[config.mk]
export PLATFORM = sky130hd
export DESIGN_NAME = final_soc_nios2_qsys_0_oci_dct_packer_flat
export DESIGN_NICKNAME = d
export VERILOG_FILES = /design/src/rtl/final_soc_nios2_qsys_0_oci_pkg.sv /design/src/rtl/final_soc_nios2_qsys_0_oci_dct_packer_if.sv /design/src/rtl/final_soc_nios2_qsys_0_oci_dct_frame_reg.sv /design/src/rtl/final_soc_nios2_qsys_0_oci_dct_packer.sv /design/src/flat_wrapper.sv
export SDC_FILE = /design/constraint.sdc
export NUM_CORES = 1
export LEC_CHECK = 0
export BUFFER_PORTS_ARGS = -buffer_cell sky130_fd_sc_hd__buf_2
export CORE_ASPECT_RATIO = 0.8
export CORE_MARGIN = 1
export CORE_UTILIZATION = 53
export CTS_CLUSTER_SIZE = 40
export DETAILED_ROUTE_END_ITERATION = 8
export GPL_ROUTABILITY_DRIVEN = 0
export HOLD_SLACK_MARGIN = 0.12
export PLACE_DENSITY = 0.88
export SLEW_MARGIN = 20
export SYNTH_ARGS = -nofsm -noshare
export SYNTH_HDL_FRONTEND = slang
export SYNTH_SLANG_ARGS = --single-unit
[constraint.sdc]
create_clock -name clk -period 3.3 [get_ports clk]
set_input_delay 0.33 -clock clk [delete_from_list [all_inputs] [get_ports clk]]
set_output_delay 0.33 -clock clk [all_outputs]
set_load 0.005 [all_outputs]
[src/rtl/final_soc_nios2_qsys_0_oci_pkg.sv]
// Shared OCI trace constants and types for the DCT writer path.
package final_soc_nios2_qsys_0_oci_pkg;

  localparam int unsigned DCT_SYM_W  = 2;
  localparam int unsigned DCT_DEPTH  = 15;
  localparam int unsigned DCT_BUF_W  = DCT_SYM_W * DCT_DEPTH;
  localparam int unsigned DCT_CNT_W  = 4;
  localparam int unsigned DCT_DROP_W = 8;
  localparam int unsigned FRAME_W    = 36;
  localparam logic [1:0]  TAG_DCT    = 2'b10;

  typedef struct packed {
    logic [1:0]           tag;
    logic [DCT_CNT_W-1:0] cnt;
    logic [DCT_BUF_W-1:0] buff;
  } dct_frame_t;

  typedef enum logic [1:0] {
    ST_EMPTY = 2'd0,
    ST_FILL  = 2'd1,
    ST_FULL  = 2'd2
  } dct_state_e;

endpackage

[src/rtl/final_soc_nios2_qsys_0_oci_dct_packer_if.sv]
// Valid/ready frame port from the DCT packer to the OCI trace FIFO.
interface final_soc_nios2_qsys_0_oci_dct_packer_if;
  import final_soc_nios2_qsys_0_oci_pkg::*;

  logic               frame_valid;
  logic               frame_ready;
  logic [FRAME_W-1:0] frame_data;

  modport master (output frame_valid, output frame_data, input frame_ready);
  modport slave  (input frame_valid, input frame_data, output frame_ready);
endinterface

[src/rtl/final_soc_nios2_qsys_0_oci_dct_frame_reg.sv]
// Single-entry valid/ready output register; a load may coincide with a handshake.
module final_soc_nios2_qsys_0_oci_dct_frame_reg
  import final_soc_nios2_qsys_0_oci_pkg::*;
(
  input  logic       clk,
  input  logic       reset_n,
  input  logic       load,
  input  dct_frame_t load_data,
  input  logic       ready,
  output logic       valid,
  output dct_frame_t data
);

  logic       valid_q, valid_d;
  dct_frame_t data_q, data_d;

  always_comb begin
    valid_d = valid_q;
    data_d  = data_q;
    if (ready) valid_d = 1'b0;
    if (load) begin
      valid_d = 1'b1;
      data_d  = load_data;
    end
  end

  always_ff @(posedge clk or negedge reset_n) begin
    if (!reset_n) begin
      valid_q <= 1'b0;
      data_q  <= '0;
    end else begin
      valid_q <= valid_d;
      data_q  <= data_d;
    end
  end

  assign valid = valid_q;
  assign data  = data_q;

endmodule

[src/rtl/final_soc_nios2_qsys_0_oci_dct_packer.sv]
// Packs 2-bit DCT symbols into a 15-deep buffer and emits full or flushed frames.
module final_soc_nios2_qsys_0_oci_dct_packer
  import final_soc_nios2_qsys_0_oci_pkg::*;
(
  input  logic                  clk,
  input  logic                  reset_n,
  input  logic                  trc_on,
  input  logic                  sym_valid,
  input  logic [DCT_SYM_W-1:0]  sym,
  input  logic                  flush,
  output logic [DCT_BUF_W-1:0]  dct_buffer,
  output logic [DCT_CNT_W-1:0]  dct_count,
  final_soc_nios2_qsys_0_oci_dct_packer_if.master fr,
  output logic                  overflow,
  input  logic                  ovf_clr,
  output logic [DCT_DROP_W-1:0] drop_cnt
);

  dct_state_e            state_q, state_d;
  logic [DCT_BUF_W-1:0]  buf_q, buf_d, next_buf;
  logic [DCT_CNT_W-1:0]  cnt_q, cnt_d, next_cnt;
  logic                  flush_pend_q, flush_pend_d;
  logic                  trc_on_q;
  logic                  overflow_q, overflow_d;
  logic [DCT_DROP_W-1:0] drop_cnt_q, drop_cnt_d;

  logic       full, acc, drop, fall, fl_req, nonempty, full_next, er, slot_free, load;
  logic       frame_valid;
  dct_frame_t frame_next, frame_out;

  // Output decode from the registered state.
  always_comb begin
    full = (state_q == ST_FULL);
    acc  = sym_valid & trc_on & ~full;
    drop = sym_valid & trc_on & full;
  end

  always_comb begin
    fall      = trc_on_q & ~trc_on;
    fl_req    = flush | fall;
    next_buf  = acc ? {buf_q[DCT_BUF_W-DCT_SYM_W-1:0], sym} : buf_q;
    next_cnt  = cnt_q + DCT_CNT_W'(acc);
    nonempty  = (cnt_q != '0) | acc;
    full_next = (next_cnt == DCT_CNT_W'(DCT_DEPTH));
    // A buffer still full from an earlier stall re-requests until the slot frees.
    er        = full_next | (flush_pend_q & (cnt_q != '0)) | (fl_req & nonempty);
    slot_free = ~frame_valid | fr.frame_ready;
    load      = er & slot_free;

    frame_next = '{tag: TAG_DCT, cnt: next_cnt, buff: next_buf};

    buf_d        = next_buf;
    cnt_d        = next_cnt;
    flush_pend_d = flush_pend_q;
    if (load) begin
      buf_d        = '0;
      cnt_d        = '0;
      flush_pend_d = 1'b0;
    end else if (er & fl_req) begin
      flush_pend_d = 1'b1;
    end

    // A symbol arriving while full is counted as dropped even in the cycle the slot frees.
    overflow_d = overflow_q;
    drop_cnt_d = drop_cnt_q;
    if (ovf_clr) begin
      overflow_d = 1'b0;
      drop_cnt_d = '0;
    end else if (drop) begin
      overflow_d = 1'b1;
      if (drop_cnt_q != '1) drop_cnt_d = drop_cnt_q + DCT_DROP_W'(1);
    end
  end

  always_comb begin
    state_d = state_q;
    unique case (state_q)
      ST_EMPTY: if (cnt_d != '0) state_d = ST_FILL;
      ST_FILL: begin
        if (load)           state_d = ST_EMPTY;
        else if (full_next) state_d = ST_FULL;
      end
      ST_FULL:  if (load) state_d = ST_EMPTY;
      default:  state_d = ST_EMPTY;
    endcase
  end

  always_ff @(posedge clk or negedge reset_n) begin
    if (!reset_n) state_q <= ST_EMPTY;
    else          state_q <= state_d;
  end

  always_ff @(posedge clk or negedge reset_n) begin
    if (!reset_n) begin
      buf_q        <= '0;
      cnt_q        <= '0;
      flush_pend_q <= 1'b0;
      trc_on_q     <= 1'b0;
      overflow_q   <= 1'b0;
      drop_cnt_q   <= '0;
    end else begin
      buf_q        <= buf_d;
      cnt_q        <= cnt_d;
      flush_pend_q <= flush_pend_d;
      trc_on_q     <= trc_on;
      overflow_q   <= overflow_d;
      drop_cnt_q   <= drop_cnt_d;
    end
  end

  final_soc_nios2_qsys_0_oci_dct_frame_reg u_frame_reg (
    .clk       (clk),
    .reset_n   (reset_n),
    .load      (load),
    .load_data (frame_next),
    .ready     (fr.frame_ready),
    .valid     (frame_valid),
    .data      (frame_out)
  );

  assign fr.frame_valid = frame_valid;
  assign fr.frame_data  = frame_out;
  assign dct_buffer     = buf_q;
  assign dct_count      = cnt_q;
  assign overflow       = overflow_q;
  assign drop_cnt       = drop_cnt_q;

endmodule

[src/flat_wrapper.sv]
// flat-port wrapper written by rule: the top's interface ports become plain ports
module final_soc_nios2_qsys_0_oci_dct_packer_flat import final_soc_nios2_qsys_0_oci_pkg::*;
  (clk, reset_n, trc_on, sym_valid, sym, flush, dct_buffer, dct_count, overflow, ovf_clr, drop_cnt, fr_frame_valid, fr_frame_data, fr_frame_ready);
  final_soc_nios2_qsys_0_oci_dct_packer_if fr_i ();
  input  logic clk;
  input  logic reset_n;
  input  logic trc_on;
  input  logic sym_valid;
  input  logic [DCT_SYM_W-1:0] sym;
  input  logic flush;
  output logic [DCT_BUF_W-1:0] dct_buffer;
  output logic [DCT_CNT_W-1:0] dct_count;
  output logic overflow;
  input  logic ovf_clr;
  output logic [DCT_DROP_W-1:0] drop_cnt;
  output wire logic [$bits(fr_i.frame_valid)-1:0] fr_frame_valid;
  output wire logic [$bits(fr_i.frame_data)-1:0] fr_frame_data;
  input wire logic [$bits(fr_i.frame_ready)-1:0] fr_frame_ready;
  assign fr_frame_valid = fr_i.frame_valid;
  assign fr_frame_data = fr_i.frame_data;
  assign fr_i.frame_ready = fr_frame_ready;
  final_soc_nios2_qsys_0_oci_dct_packer u_core (.clk(clk), .reset_n(reset_n), .trc_on(trc_on), .sym_valid(sym_valid), .sym(sym), .flush(flush), .dct_buffer(dct_buffer), .dct_count(dct_count), .fr(fr_i), .overflow(overflow), .ovf_clr(ovf_clr), .drop_cnt(drop_cnt));
endmodule
# Word level (Yosys, flattened, before mapping)
# Index checks and enable logic that the tools add are counted.
[totals] latchBits=0 mem_bits_rw=0 romBits=0 output_inout_bits=80 word_cells=62 regBits=83 mem_count=0
[classes] muxes=17 add_sub_neg=2 bitwise=16 n_div=0 multipliers=0 reduce_logical=9 shifts=0 eq_ne=7 order_cmp=0
[ops] cell="two-way mux 30 bit" n=2
[ops] cell="two-way mux 8 bit" n=3
[ops] cell="adder 8 x 1 -> 8 bit, second input constant" n=1
[ops] cell="AND 1 bit" n=8
[ops] cell="two-way mux 2 bit" n=4
[ops] cell="!= test 8 bit, second input constant" n=1
[ops] cell="nonzero test 2 bit" n=4
[ops] cell="nonzero test 4 bit" n=2
[ops] cell="two-way mux 1 bit" n=6
[ops] cell="case mux 2 bit (3 select lines)" n=1
[ops] cell="bitwise OR 1 bit" n=5
[ops] cell="adder 4 x 1 -> 4 bit" n=1
[ops] cell="== test 4 bit, second input constant" n=1
[ops] cell="two-way mux 4 bit" n=1
[ops] cell="!= test 3 x 1 -> 1 bit, second input constant" n=1
[ops] cell="inverter 1 bit" n=3
[ops] cell="AND reduction 3 bit" n=1
[ops] cell="== test 2 x 1 -> 1 bit, second input constant" n=1
[ops] cell="== test 2 bit, second input constant" n=1
[ops] cell="zero test 2 bit" n=1
[ops] cell="!= test 2 x 1 -> 1 bit, second input constant" n=1
[ops] cell="!= test 2 bit, second input constant" n=1
[ops] cell="AND reduction 2 bit" n=1

# Depth between registers and ports, before layout
[depth] ltp_word=12 mapped_depth=13 ltp_nobuf=8

# Modules after synthesis
# Synthesis repeated with hierarchy kept, for this count alone.
[hier_totals] cells_unflattened=273 hier_area_um2=3893.7
[by_module_without_submodules] mod="final_soc_nios2_qsys_0_oci_dct_packer" instances=1 seq_area_each_um2=1176.1 cells_per_inst=194 area_each_um2=2371.0
[by_module_without_submodules] mod="final_soc_nios2_qsys_0_oci_dct_frame_reg" instances=1 seq_area_each_um2=925.9 cells_per_inst=79 area_each_um2=1522.7

# Worst setup path before layout
# OpenSTA, ideal clock, no wires.
[synth_path] kind="register to register" from="reg u_core.state_q[0]" to="reg u_core.buf_q[0] (netlist: u_core.dct_buffer[0])" setup_time_ps=132 stages_incl_launch_ff=13 slack_ps=577 synth_period_minus_slack_ps=2723 arrival_ps=2591 path_cell_list="dfrtp_1 nand2b_1 and3_1 clkbuf_1 buf_2 ha_1 ha_1 or2b_1 a21oi_1 a32o_1 buf_6 clkbuf_1 nor2_1"
[synth_between] elab_chain_cells=9 elab_cells_between_ends=12 cone_classes="1 x add/sub; 2 x eq/ne; 2 x mux; 7 x bitwise"
[synth_rtl] item="start: declaration" line="final_soc_nios2_qsys_0_oci_dct_packer.sv:19" rtl="dct_state_e state_q, state_d;"
[synth_rtl] item="start signal: assignment" line="final_soc_nios2_qsys_0_oci_dct_packer.sv:90" rtl="else state_q <= state_d;"
[synth_rtl] item="== test 2 bit (*)" line="final_soc_nios2_qsys_0_oci_dct_packer.sv:33" rtl="full = (state_q == ST_FULL);"
[synth_rtl] item="inverter 1 bit (*)" line="final_soc_nios2_qsys_0_oci_dct_packer.sv:34" rtl="acc = sym_valid & trc_on & ~full;"
[synth_rtl] item="AND 1 bit (*)" line="final_soc_nios2_qsys_0_oci_dct_packer.sv:34"
[synth_rtl] item="adder 4 x 1 -> 4 bit" line="final_soc_nios2_qsys_0_oci_dct_packer.sv:42" rtl="next_cnt = cnt_q + DCT_CNT_W'(acc);"
[synth_rtl] item="== test 4 bit" line="final_soc_nios2_qsys_0_oci_dct_packer.sv:44" rtl="full_next = (next_cnt == DCT_CNT_W'(DCT_DEPTH));"
[synth_rtl] item="bitwise OR 1 bit (2 in series)" line="final_soc_nios2_qsys_0_oci_dct_packer.sv:46" rtl="er = full_next | (flush_pend_q & (cnt_q != '0)) | (fl_req & nonempty);"
[synth_rtl] item="AND 1 bit" line="final_soc_nios2_qsys_0_oci_dct_packer.sv:48" rtl="load = er & slot_free;"
[synth_rtl] item="two-way mux 30 bit (*)" line="final_soc_nios2_qsys_0_oci_dct_packer.sv:55" rtl="if (load) begin"
[synth_rtl] item="net u_core.buf_d[0]" line="final_soc_nios2_qsys_0_oci_dct_packer.sv:20" rtl="logic [DCT_BUF_W-1:0] buf_q, buf_d, next_buf;"
[synth_rtl] item="end signal: assignment" line="final_soc_nios2_qsys_0_oci_dct_packer.sv:102" rtl="buf_q <= buf_d;"
[synth_rtl] item="end: declaration" line="final_soc_nios2_qsys_0_oci_dct_packer.sv:20"
# Mark *: on every way through the listed nets, which the timed path passes. The rest lies on a longest branch.
# A chain may end at the register's enable or synchronous reset.

# Worst setup path in the final report
[layout_path] from="reg u_core.state_q[0]" to="reg u_core.u_frame_reg.data_q, in the netlist u_core.u_frame_reg.data[27]"
[layout_between] elab_chain_cells=8 elab_cells_between_ends=11 cone_classes="1 x add/sub; 2 x eq/ne; 1 x mux; 7 x bitwise"
[layout_rtl] item="== test 2 bit (*)" line="final_soc_nios2_qsys_0_oci_dct_packer.sv:33"
[layout_rtl] item="inverter 1 bit (*)" line="final_soc_nios2_qsys_0_oci_dct_packer.sv:34"
[layout_rtl] item="AND 1 bit (*)" line="final_soc_nios2_qsys_0_oci_dct_packer.sv:34"
[layout_rtl] item="adder 4 x 1 -> 4 bit" line="final_soc_nios2_qsys_0_oci_dct_packer.sv:42"
[layout_rtl] item="== test 4 bit" line="final_soc_nios2_qsys_0_oci_dct_packer.sv:44"
[layout_rtl] item="bitwise OR 1 bit (2 in series)" line="final_soc_nios2_qsys_0_oci_dct_packer.sv:46"
[layout_rtl] item="AND 1 bit" line="final_soc_nios2_qsys_0_oci_dct_packer.sv:48"
[layout_rtl] item="end signal: assignment" line="final_soc_nios2_qsys_0_oci_dct_frame_reg.sv:33" rtl="data_q <= data_d;"
[layout_rtl] item="end: declaration" line="final_soc_nios2_qsys_0_oci_dct_frame_reg.sv:15" rtl="dct_frame_t data_q, data_d;"
# Mark *: on every way between the ends. The rest lies on a longest branch, timed or not.

==> results.json <==
{
  "slew-limit-headroom_pct": 52.2,
  "post-route-cell-area_um2": 4250,
  "synth_seq_area_share_pct": 58.7,
  "critPathCaptureType": "register",
  "critical_path.reg2reg.endpoint": "u_core.u_frame_reg.data[27]",
  "ctsHoldBuffers": 0,
  "htree_levels": 3,
  "grt.total_usage_pct": 20.9,
  "final_critical_path_setup_slack_ps": 334,
  "fp.coreArea_um2": 6410,
  "finalHoldViolations": 0,
  "arrival_ps": 3220,
  "cts.sink_count": 83,
  "final_common_cell": "buf_2",
  "vias_per_cell": 5.17,
  "finalSetupTns_ps": 0,
  "post-cts-setup-buffer-count": 0,
  "hold_path.class": "in -> reg",
  "area_growth_pct": 20.2,
  "grt_setup_unrepaired": "no",
  "reg2reg_depth": 9,
  "die_y_um": 75.1,
  "placement_cell_area_um2": 4030,
  "critical_path.startpoint_type": "register",
  "preCtsSetupSlack_ps": 390,
  "drt-total-wl_um": 6970,
  "vias": 2425,
  "design.die.area_um2": 7000,
  "timing.final.max_slew_violations": 0,
  "syn_area_um2": 3540,
  "design.final.nets": 394,
  "worst-setup-path-type": "reg -> reg",
  "post-route-drc-count": 0,
  "tritoncts.num_buffers": 9,
  "tritoncts": "built",
  "cts_repair_resize_count": 0,
  "critPathLaunch": "u_core.state_q[0]",
  "n_antenna_cell": 0,
  "worst_hold_startpoint": "trc_on",
  "floorplan.io_pins": 89,
  "vias_in_the_first_global_route": 2322,
  "initial_core_util_pct": 55.2,
  "clk_latency_ps": 340,
  "total_leakage_power_nw": 2.19,
  "finalSetupViolations": 0,
  "clock-skew-final_ps": 7.57,
  "synth_cell_type_count": 39,
  "maxCapViolations": 0,
  "synth_cells": 293,
  "post_synthesis_register_bit_count": 83,
  "ant_nets": 0,
  "synthesis.area_per_instance_um2": 12.1,
  "vdd.ir_drop.worst_v": 0.000336,
  "grt_antenna_before_repair": 0,
  "fp-row-count": 26,
  "endpoint": "u_core.u_frame_reg.data[27]",
  "fraction_of_layout_cells_with_a_size_suffix_above_1_pct": 28.8,
  "detailedRoute.firstIterationViolations": 76,
  "worstPathMaxFanout": 30,
  "final_min_period_over_clock_period_pct": 89.9,
  "buffer_ports.inserted": 87,
  "clock-root-buffer": "clkbuf_8",
  "grt_start_max_net_pins": 84,
  "cellPowerDensity_nw_per_um2": 430,
  "worstMarginPinSlew_ps": 716,
  "finalCriticalPeriod_ps": 2970,
  "yosys_warnings": 0,
  "synthesis.nets": 305,
  "clk_pin_slew_ps": 80,
  "wl_per_cell_um": 14.9,
  "grt_pass1_wl_um": 11100,
  "outcome": "finished, final reports clean",
  "die_w_um": 93.3,
  "regToRegStartpoint": "u_core.state_q[0]",
  "grt.overflow.total": 0,
  "cp_data_required_time_ps": 3560,
  "ctsLongestPathBuffers": 2,
  "clock.fmax_mhz": 337,
  "drt-pass1-iter-count": 4,
  "r2r_setup_slack_ps": 330,
  "totalPowerFinal_mw": 1.83,
  "mostFrequentLayoutCells": "buf_2 (86), dfrtp_1 (83), mux2i_1 (62)",
  "hpwlAfterDp_um": 4780
}
## metal layers
layer / global-route usage, % / wire, um / up-vias
li1: - / - / 1151
met1: 26.8 / 3020 / 1178
met2: 33.5 / 3350 / 84
met3: 6.87 / 508 / 12
met4: 8.38 / 92 / 0
met5: 0 / 0 / -
## cell usage after synthesis
master	n	area share (%)
conb_1	1	0.11
mux2i_1	62	18
a211oi_1	1	0.21
a2111oi_4	1	0.78
a22oi_1	1	0.21
nand4b_1	2	0.50
or3_1	1	0.18
buf_4	1	0.21
nand3_1	2	0.28
nand2_1	5	0.53
and3_1	3	0.53
nand2b_1	3	0.53
or2_1	1	0.18
a32o_1	1	0.28
nor2b_1	3	0.53
o31ai_1	1	0.21
buf_2	1	0.14
mux2_2	3	0.96
a21boi_0	1	0.21
nor2_1	39	4.1
or2b_1	1	0.21
nor4b_1	1	0.25
xor2_1	2	0.50
a41o_1	2	0.57
and2_1	1	0.18
clkbuf_1	4	0.42
and4_1	1	0.25
xnor2_1	5	1.2
or4_1	2	0.42
nor4_1	1	0.18
buf_1	2	0.21
inv_1	34	3.6
o21ai_0	2	0.28
a21oi_1	7	0.99
nand3b_1	1	0.21
dfrtp_1	83	59
buf_6	6	1.9
ha_1	3	1.1
a2111oi_0	2	0.50
## metrics by stage
step | hold slack (ps) | instances | utilization, %
3_5_place_dp | 451 | 454 | 62.9
5_1_grt | 131 | 469 | 66.3
4_1_cts | 123 | 468 | 66.1
6_report | 144 | 469 | 66.3
2_1_floorplan | 34.4 | 293 | -
3_3_place_gp | 452 | 454 | 62.9
## cell type report
type | instances | area (um2)
clock buffers | 9 | 124
clock inverters | 5 | 80.1
fillers | 509 | 2160
inverters | 34 | 128
multi-input cells | 162 | 1240
flip-flops and latches | 83 | 2080
well taps | 84 | 105
repair buffers | 92 | 494
## sequential cells by signal (all words and copies together) (netlist names)
register	count
u_core.u_frame_reg.data	35
u_core.dct_buffer	30
u_core.drop_cnt	8
u_core.dct_count	4
u_core.state_q	2
u_core.flush_pend_q	1
u_core.overflow	1
u_core.trc_on_q	1
u_core.u_frame_reg.valid	1
## worst max-delay path, stage by stage (launching register included)
cell      delay [ps]
dfrtp_1          420
nand2b_1         200
and3_2           240
ha_1             220
ha_1             230
or2b_1           230
a21oi_1          310
a32o_4           540
buf_12           250
mux2i_1          230
## report_power, final
group	total (mW)	internal [mW]	switching [mW]
registers	1.02	1.02	0.00224
clock network	0.768	0.417	0.352
logic	0.0396	0.0104	0.0291
total	1.83	1.45	0.383
## worst min path at each step
| stage | end | slack, ps | depth (start not counted) |
|---|---|---|---|
| after global placement | u_core.u_frame_reg.data[35] | 450 | 1 |
| after CTS | u_core.trc_on_q | 120 | 1 |
| after detailed placement | u_core.u_frame_reg.data[35] | 450 | 1 |
| final | u_core.trc_on_q | 140 | 1 |
| after floorplan | u_core.dct_buffer[0] | 30 | 0 |
| after global routing | u_core.trc_on_q | 130 | 1 |
## kinds of logic (layout without fill, tap and decap cells)
| logic type | count (synthesis) | count (layout) | share of synthesized area, % |
|---|---|---|---|
| compound gates | 19 | 19 | 4.25 |
| buf+inv | 48 | 140 | 6.51 |
| fa+ha+maj | 3 | 3 | 1.06 |
| other cells | 1 | 1 | 0.106 |
| simple gates | 67 | 67 | 9.10 |
| xor+xnor | 7 | 7 | 1.73 |
| mux | 65 | 65 | 18.5 |
| flops | 83 | 83 | 58.7 |
Note: power is estimated with default switching activity, not from simulation.
